[config.mk]
export PLATFORM = sky130hd
export DESIGN_NAME = dice_roll_ctrl
export DESIGN_NICKNAME = d
export VERILOG_FILES = /design/src/rtl/dice_pkg.sv /design/src/rtl/rise_arbiter.sv /design/src/rtl/dice_roll_ctrl.sv
export SDC_FILE = /design/constraint.sdc
export NUM_CORES = 1
export LEC_CHECK = 0
export BUFFER_PORTS_ARGS = -buffer_cell sky130_fd_sc_hd__buf_2
export CORE_MARGIN = 3
export CORE_UTILIZATION = 49
export DETAILED_ROUTE_END_ITERATION = 12
export PLACE_DENSITY = 0.74
export SLEW_MARGIN = 20
export SYNTH_ARGS = -nofsm -noshare
export SYNTH_HDL_FRONTEND = slang
export SYNTH_SLANG_ARGS = --single-unit
[constraint.sdc]
create_clock -name clk -period 1.63 [get_ports clk]
set_input_delay 0.2445 -clock clk [delete_from_list [all_inputs] [get_ports clk]]
set_output_delay 0.2445 -clock clk [all_outputs]
set_load 0.03 [all_outputs]
[src/rtl/dice_pkg.sv]
// Shared types and constants for the dice roll sequencer.
// The SLOW reveal table exists only when DICE_ROLL_ANIM_EN is defined.
package dice_pkg;

  typedef enum logic [2:0] {
    ST_IDLE = 3'd0,
    ST_ARM  = 3'd1,
    ST_SPIN = 3'd2,
    ST_SLOW = 3'd3,
    ST_SHOW = 3'd4,
    ST_DIM  = 3'd5
  } state_e;

  localparam logic [2:0] D4   = 3'd0;
  localparam logic [2:0] D6   = 3'd1;
  localparam logic [2:0] D8   = 3'd2;
  localparam logic [2:0] D10  = 3'd3;
  localparam logic [2:0] D12  = 3'd4;
  localparam logic [2:0] D20  = 3'd5;
  localparam logic [2:0] D100 = 3'd6;

  localparam int NUM_BTN               = 7;
  localparam int DEFAULT_TIMEOUT_TICKS = 960;

`ifdef DICE_ROLL_ANIM_EN
  // Ticks to wait before each reveal step; entry [0] is the first step.
  localparam logic [7:0][3:0] SLOW_INTERVAL = {4'd8, 4'd6, 4'd4, 4'd3,
                                               4'd2, 4'd2, 4'd1, 4'd1};
`endif

  function automatic logic show_of(input state_e s);
    return (s == ST_IDLE) || (s == ST_SLOW) || (s == ST_SHOW);
  endfunction

  function automatic logic rolling_of(input state_e s);
    return (s == ST_ARM) || (s == ST_SPIN) || (s == ST_SLOW);
  endfunction

endpackage

[src/rtl/rise_arbiter.sv]
// Button rising-edge detector with lowest-index priority selection.
// prev resets to all-ones so buttons held through reset never fire.
module rise_arbiter
  import dice_pkg::*;
(
  input  logic               clk,
  input  logic               rst,
  input  logic [NUM_BTN-1:0] btn,
  output logic               valid,
  output logic [2:0]         idx
);

  logic [NUM_BTN-1:0] prev_q;
  logic [NUM_BTN-1:0] prev_d;
  logic [NUM_BTN-1:0] new_w;

  generate
    for (genvar gi = 0; gi < NUM_BTN; gi++) begin : g_edge
      assign new_w[gi] = btn[gi] & ~prev_q[gi];
    end
  endgenerate

  always_comb begin
    prev_d = btn;
    valid  = |new_w;
    idx    = '0;
    for (int i = NUM_BTN - 1; i >= 0; i--) begin
      if (new_w[i]) idx = 3'(i);
    end
  end

  always_ff @(posedge clk) begin
    if (rst) prev_q <= '1;
    else     prev_q <= prev_d;
  end

endmodule

[src/rtl/dice_roll_ctrl.sv]
// Dice roll sequencer: press arbitration, spin/reveal stepping, show timeout.
// Define DICE_ROLL_ANIM_EN to build the decelerating SLOW reveal phase.
module dice_roll_ctrl
  import dice_pkg::*;
#(
  parameter int TIMEOUT_TICKS = DEFAULT_TIMEOUT_TICKS,
  parameter int SLOW_STEPS    = 8
) (
  input  logic               clk,
  input  logic               rst,
  input  logic               tick,
  input  logic [NUM_BTN-1:0] btn,
  output logic               load,
  output logic               step,
  output logic [2:0]         die_sel,
  output logic               show,
  output logic               rolling,
  output logic [2:0]         state
);

  localparam logic [9:0] TIMEOUT_LAST = 10'(TIMEOUT_TICKS - 1);

  logic       press_valid;
  logic [2:0] press_idx;

  state_e     state_q, state_d;
  logic       load_q, load_d;
  logic       step_q, step_d;
  logic [2:0] die_sel_q, die_sel_d;
  logic       show_q, show_d;
  logic       rolling_q, rolling_d;
  logic [9:0] timeout_cnt_q, timeout_cnt_d;
`ifdef DICE_ROLL_ANIM_EN
  localparam logic [3:0] LAST_STEP = 4'(SLOW_STEPS);
  logic [3:0] int_cnt_q, int_cnt_d;
  logic [3:0] step_cnt_q, step_cnt_d;
`else
  logic unused_slow_steps;
  assign unused_slow_steps = (SLOW_STEPS != 0);
`endif

  rise_arbiter u_arb (
    .clk   (clk),
    .rst   (rst),
    .btn   (btn),
    .valid (press_valid),
    .idx   (press_idx)
  );

  always_comb begin
    state_d       = state_q;
    load_d        = 1'b0;
    step_d        = 1'b0;
    die_sel_d     = die_sel_q;
    timeout_cnt_d = '0;
`ifdef DICE_ROLL_ANIM_EN
    int_cnt_d     = '0;
    step_cnt_d    = '0;
`endif
    case (state_q)
      ST_IDLE, ST_SHOW, ST_DIM: begin
        if (press_valid) begin
          state_d   = ST_ARM;
          die_sel_d = press_idx;
          load_d    = 1'b1;
        end else if (state_q == ST_SHOW) begin
          timeout_cnt_d = timeout_cnt_q;
          if (tick) begin
            if (timeout_cnt_q == TIMEOUT_LAST) state_d = ST_DIM;
            else timeout_cnt_d = timeout_cnt_q + 10'd1;
          end
        end
      end
      ST_ARM: begin
        state_d = ST_SPIN;
        step_d  = btn[die_sel_q];
      end
      ST_SPIN: begin
        if (btn[die_sel_q]) step_d = 1'b1;
`ifdef DICE_ROLL_ANIM_EN
        else state_d = ST_SLOW;
`else
        else state_d = ST_SHOW;
`endif
      end
`ifdef DICE_ROLL_ANIM_EN
      ST_SLOW: begin
        int_cnt_d  = int_cnt_q;
        step_cnt_d = step_cnt_q;
        // Leave one cycle after the final step strobe so it is seen in SLOW.
        if (step_cnt_q == LAST_STEP) begin
          state_d = ST_SHOW;
        end else if (tick) begin
          if (int_cnt_q + 4'd1 == SLOW_INTERVAL[step_cnt_q[2:0]]) begin
            step_d     = 1'b1;
            int_cnt_d  = '0;
            step_cnt_d = step_cnt_q + 4'd1;
          end else begin
            int_cnt_d = int_cnt_q + 4'd1;
          end
        end
      end
`endif
      default: state_d = ST_IDLE;
    endcase
    show_d    = show_of(state_d);
    rolling_d = rolling_of(state_d);
  end

  always_ff @(posedge clk) begin
    if (rst) begin
      state_q       <= ST_IDLE;
      load_q        <= 1'b0;
      step_q        <= 1'b0;
      die_sel_q     <= '0;
      show_q        <= 1'b1;
      rolling_q     <= 1'b0;
      timeout_cnt_q <= '0;
`ifdef DICE_ROLL_ANIM_EN
      int_cnt_q     <= '0;
      step_cnt_q    <= '0;
`endif
    end else begin
      state_q       <= state_d;
      load_q        <= load_d;
      step_q        <= step_d;
      die_sel_q     <= die_sel_d;
      show_q        <= show_d;
      rolling_q     <= rolling_d;
      timeout_cnt_q <= timeout_cnt_d;
`ifdef DICE_ROLL_ANIM_EN
      int_cnt_q     <= int_cnt_d;
      step_cnt_q    <= step_cnt_d;
`endif
    end
  end

  assign load    = load_q;
  assign step    = step_q;
  assign die_sel = die_sel_q;
  assign show    = show_q;
  assign rolling = rolling_q;
  assign state   = state_q;

endmodule
# [Word-level counts from Yosys, hierarchy flattened]
# Index checks and enable logic that the tools add are counted.
[op_classes] muxes=18 eq_ne=9 order_cmp=1 n_addsub=1 n_bitwise=17 reduce_logical=12
[ops] cell="$mux W3" count=12
[ops] cell="$add A10 B1 Y10 const B" count=1
[ops] cell="$eq A10 B10 Y1 const B" count=1
[ops] cell="$not A1 Y1" count=10
[ops] cell="$reduce_or A10 Y1" count=1
[ops] cell="$eq A3 B2 Y1 const B" count=3
[ops] cell="$eq A3 B3 Y1 const B" count=3
[ops] cell="$pmux W3 S3" count=1
[ops] cell="$and A1 B1 Y1" count=7
[ops] cell="$reduce_or A7 Y1" count=1
[ops] cell="$eq A3 B1 Y1 const B" count=2
[ops] cell="$logic_not A3 Y1" count=2
[ops] cell="$logic_or A1 B1 Y1" count=4
[ops] cell="$lt A3 B4 Y1 const B" count=1
[ops] cell="$reduce_and A2 Y1" count=2
[ops] cell="$bmux W1 S3" count=1
[ops] cell="$mux W1" count=3
[ops] cell="$reduce_or A3 Y1" count=1
[ops] cell="$pmux W1 S2" count=1
[ops] cell="$reduce_or A2 Y1" count=1
[word_totals] ff_bits=27 word_cells=66 inputBits=10

# [Longest topological paths before layout]
[logic_depth] depth_word=9 ltp_mapped=6

# [Modules after synthesis]
# Synthesis repeated with hierarchy kept, for this count alone.
[unflattened] cells_unflattened=144 area_unflattened_um2=1300.0
[by_module_without_submodules] module="dice_roll_ctrl" n_inst=1 area_each_um2=950.9 cells_each=111 seq_area_each_um2=400.4
[by_module_without_submodules] module="rise_arbiter" n_inst=1 area_each_um2=349.1 cells_each=33 seq_area_each_um2=140.1

# [Least setup slack after synthesis]
# No wires, ideal clock.
[synth_timing] path_type="register -> register" start="register die_sel_q[0] (netlist: die_sel[0])" end="register rolling_q (netlist: rolling)" path_slack_ns=-0.153 arrival_ns=1.642 required_time_ns=1.489 period_less_slack_ns=1.783 stages_incl_launch_ff=5 path_cell_list="dfxtp_1 -> mux2_2 -> o311ai_0 -> o32a_1 -> a21boi_0"
[synth_via] elab_chain_cells=7 word_cells_on_any_way=9
[synth_rtl] element="from (decl)" line="dice_roll_ctrl.sv:29" text="logic [2:0] die_sel_q, die_sel_d;"
[synth_rtl] element="from (signal assigned)" line="dice_roll_ctrl.sv:127" text="die_sel_q <= die_sel_d;"
[synth_rtl] element="$bmux W1 S3 (*)" line="dice_roll_ctrl.sv:79" text="if (btn[die_sel_q]) step_d = 1'b1;"
[synth_rtl] element="$mux W1 (implied by the code) (*)" line="dice_roll_ctrl.sv:79"
[synth_rtl] element="$mux W3 (*)" line="dice_roll_ctrl.sv:79"
[synth_rtl] element="$pmux W3 S3 (*)" line="dice_roll_ctrl.sv:60" text="case (state_q)"
[synth_rtl] element="$eq A3 B1 Y1 / $eq A3 B2 Y1 (equally long branches)" line="dice_pkg.sv:36" text="return (s == ST_ARM) || (s == ST_SPIN) || (s == ST_SLOW);"
[synth_rtl] element="$logic_or A1 B1 Y1" line="dice_pkg.sv:36"
[synth_rtl] element="$logic_or A1 B1 Y1 (*)" line="dice_pkg.sv:36"
[synth_rtl] element="to (signal assigned)" line="dice_roll_ctrl.sv:129" text="rolling_q <= rolling_d;"
[synth_rtl] element="to (decl)" line="dice_roll_ctrl.sv:31" text="logic rolling_q, rolling_d;"
# Every way passes the cells marked *; elsewhere a longest branch is shown, timed or not. The select of a mux whose other input is x is not followed.
# A chain may end at the register's enable or synchronous reset.

# [Final worst setup path]
[layout_timing] start="register u_arb.prev_q[0]" end="register timeout_cnt_q[2]"
[layout_via] elab_chain_cells=3
[layout_rtl] element="from (decl)" line="rise_arbiter.sv:13" text="logic [NUM_BTN-1:0] prev_q;"
[layout_rtl] element="from (signal assigned)" line="rise_arbiter.sv:34" text="else prev_q <= prev_d;"
[layout_rtl] element="$not A1 Y1" line="rise_arbiter.sv:19" text="assign new_w[gi] = btn[gi] & ~prev_q[gi];"
[layout_rtl] element="$and A1 B1 Y1" line="rise_arbiter.sv:19"
[layout_rtl] element="$reduce_or A10 Y1 (no line)"
[layout_rtl] element="to (signal assigned)" line="dice_roll_ctrl.sv:130" text="timeout_cnt_q <= timeout_cnt_d;"
[layout_rtl] element="to (decl)" line="dice_roll_ctrl.sv:32" text="logic [9:0] timeout_cnt_q, timeout_cnt_d;"
# No other way between the ends.

==> flow_metrics.py <==
metrics = {
    "clock_tree": {
        "cts-buffers-inserted": 3,
        "cts_max_path_buffers": 2,
        "post_cts.repair.setup_buffers": 0,
        "ctsRootBufferMaster": "sky130_fd_sc_hd__clkbuf_4",
        "clkSlewWorstSetupHoldPaths_ns": 0.15,
        "clock_insertion_delay_worst_skew_ns": 0.34,
        "clock_sink_count": 27,
        "ctsHtreeMaxLevel": 1,
        "cts_tree": "yes",
    },
    "routing": {
        "count_of_antenna_violating_nets_left_after_detailed_routing": 0,
        "post-route-drc-count": 0,
        "postRouteWirelength_mm": 2.50,
        "vias": 1059,
        "wl_per_cell_um": 12.7,
        "post_drt_via_cell_ratio": 5.40,
        "drt_pass1_iterations": 4,
        "initial_drc_count": 35,
    },
    "logic_synthesis": {
        "yosys_warnings": 0,
        "netlist_area_um2": 1210,
        "post-synth-top-area-fraction": 0.447,
        "synth_cells": 128,
        "synth.most_common_cell": "sky130_fd_sc_hd__dfxtp_1",
        "synth_top_cells_by_area": "sky130_fd_sc_hd__dfxtp_1 45%, sky130_fd_sc_hd__nor2_1 3.7%, sky130_fd_sc_hd__nand2b_1 3.6%",
        "ys_ff_latch": 27,
        "distinct_cell_type_count_after_synthesis": 43,
        "yosysSeqAreaShare": 0.447,
        "synth_ff_type": "sky130_fd_sc_hd__dfxtp_1",
        "synth.top_cells.by_count": "27 x sky130_fd_sc_hd__dfxtp_1, 12 x sky130_fd_sc_hd__nor2_1, 8 x sky130_fd_sc_hd__inv_1",
        "postSynthNetCount": 139,
        "synthArstFlopShare": 0,
        "syn-mean-instance-area_um2": 9.44,
        "yosys.area.top_type": "sky130_fd_sc_hd__dfxtp_1",
        "synth-edff-count": 0,
    },
    "final_layout": {
        "final_design_area_no_fill_um2": 1520,
        "drive_above_1_share": 0.363,
        "syn2layout_area_growth_pct": 25.4,
        "fillerInstances": 188,
        "final_nets": 180,
        "antenna_cells": 0,
        "layout.core_utilization": 0.666,
    },
    "worst_setup_path": {
        "timing.critical_path.to_type": "flip-flop",
        "worst_path_dominant_cell_family": "simple AND/OR/NAND/NOR gates",
        "cp_slowest_cell": "sky130_fd_sc_hd__or4_4",
        "cp_data_arrival_time_ns": 1.84,
        "worstPathBufferInverterCount": 0,
        "critical_path.max_fanout": 5,
        "required_time_worst_endpoint_ns": 1.90,
        "setup.worst_path.class": "flip-flop to flip-flop",
        "cpPeakStageDelay_ns": 0.48,
        "crit_chain": "nand2b_4 -> o2111ai_2 -> or2_4 -> or4_4 -> a211oi_4",
        "startpoint_type": "flip-flop",
    },
    "sta": {
        "transition_time_of_the_tightest_slew_check_pin_ns": 0.375,
        "period_needed_ns": 1.58,
        "slew_headroom": 0.747,
        "fmax_ghz": 0.634,
        "finalWorstSetupSlack_ns": 0.0523,
        "hold_violations": 0,
        "final_min_period_over_clock_period": 0.968,
        "setup-tns-final_ns": 0,
        "grt_setup_unrepaired": "true",
        "timing.final.max_slew_violations": 0,
        "setup_viol_count_final": 0,
        "timing.clock.skew_ns": 0.00864,
    },
    "grt": {
        "first_global_vias": 1009,
        "global_route_total_overflow": 0,
        "antenna_violations_before_repair": 0,
        "globalRouteMet1Util": 0.220,
        "grt_start_max_net_pins": 17,
        "grt.busiest_layer": "met2",
        "groute.usage.overall": 0.167,
        "grt_util_met3": 0.0302,
        "grt_pass1_wl_mm": 4.26,
        "grt_util_met2": 0.270,
    },
    "power_and_ir_drop": {
        "totalPowerFinal_uw": 1390,
        "power.static_leakage_uw": 0.000662,
        "power.density_cell_area_nw_per_um2": 918,
        "max-vdd-ir-drop_uv": 497,
    },
    "die": {
        "ioPinCount": 20,
        "core_area_um2": 2280,
        "num_rows": 17,
        "die_y_um": 55.7,
        "start_util": 0.531,
        "floorplan.die.width_um": 55.7,
        "design.die.area_um2": 3100,
    },
    "placed_design": {
        "place_congestion": 0.854,
        "placedInstanceArea_um2": 1460,
        "post-dp-hpwl_mm": 1.85,
        "dp_slack_ns": -0.0331,
        "quantity_of_i_o_buffers_inserted_on_ports": 19,
    },
    "outcome": {
        "run_status": "finished, final reports clean",
    },
    "hold_path": {
        "min-delay-path-class": "input port to flip-flop",
    },
    "job": {
        "drv_cap": 0,
    },
}
-- metal layers --
metal | routed length [µm] | share of wire
met4 | 46 | 0.018
met3 | 173 | 0.069
met2 | 1120 | 0.45
met5 | 0 | 0
met1 | 1160 | 0.46
-- kinds of logic (layout without fill, tap and decap cells) --
group,Yosys count,in the layout,synth area share
AND/OR/NAND/NOR,57,58,0.276
flip-flops,27,27,0.447
AO/OA/AOI/OAI,22,22,0.143
buffers and inverters,10,49,0.0373
XOR/XNOR,6,6,0.0435
adder cells (fa/ha/maj),1,1,0.0104
multiplexers,5,5,0.0424
-- flip-flops by register name (all words and copies together) (netlist names) --
register,flops
load,1
show,1
u_arb.prev_q,7
state,3
die_sel,3
rolling,1
step,1
timeout_cnt_q,10
-- power by group --
group | internal, µW | switching, µW | leakage [µW]
logic | 148 | 199 | 0.000425
registers | 712 | 33.1 | 0.000222
clock network | 96.3 | 203 | 0.0000150
total | 956 | 435 | 0.000662
-- final timing paths --
check | from | endpoint | slack [ns] | cells after the start
worst max-delay path | u_arb.prev_q[0] | timeout_cnt_q[2] | 0.05 | 5
worst min-delay path | btn[5] | u_arb.prev_q[5] | 0.15 | 2
worst max register to register | u_arb.prev_q[0] | timeout_cnt_q[2] | 0.05 | 5
worst min register to register | timeout_cnt_q[9] | timeout_cnt_q[9] | 0.53 | 2
-- metrics by stage --
step                hold slack, ns  std cells
CTS                          0.121        195
detailed placement           0.470        191
global route                 0.152        196
finish                       0.147        196
global placement             0.467        191
floorplan                    0.334        128
-- final cells by class --
type / count / area, µm² / share of cell area
clock buffer: 4 / 26.3 / 0.0173
inverter: 8 / 30.0 / 0.0198
multi-input combinational: 92 / 647 / 0.427
sequential: 27 / 547 / 0.361
tap: 28 / 35.0 / 0.0231
timing repair buffer: 37 / 230 / 0.152
-- placed cells by master (no fill, tap or decap), drive strengths merged, types with 2 or more instances in the layout --
master,instances
or4,2
nand3,6
nor2b,2
nand2b,9
a211oi,2
inv,8
o311ai,2
o21ai,3
mux2i,4
nor2,12
a21oi,5
buf,37
dfxtp,27
or2,7
and2,3
xor2,5
nand4,4
a31oi,2
clkbuf,4
nand2,6
-- what timing repair did --
action                                 4_1_cts  5_1_grt
hold buffers                                 0        0
setup endpoints to repair                    5       13
endpoints found under the hold margin        0        0
pin swaps                                    1        0
cloned                                       0        1
gates resized for setup                      0        8
Power figures use the tool's default switching activity.
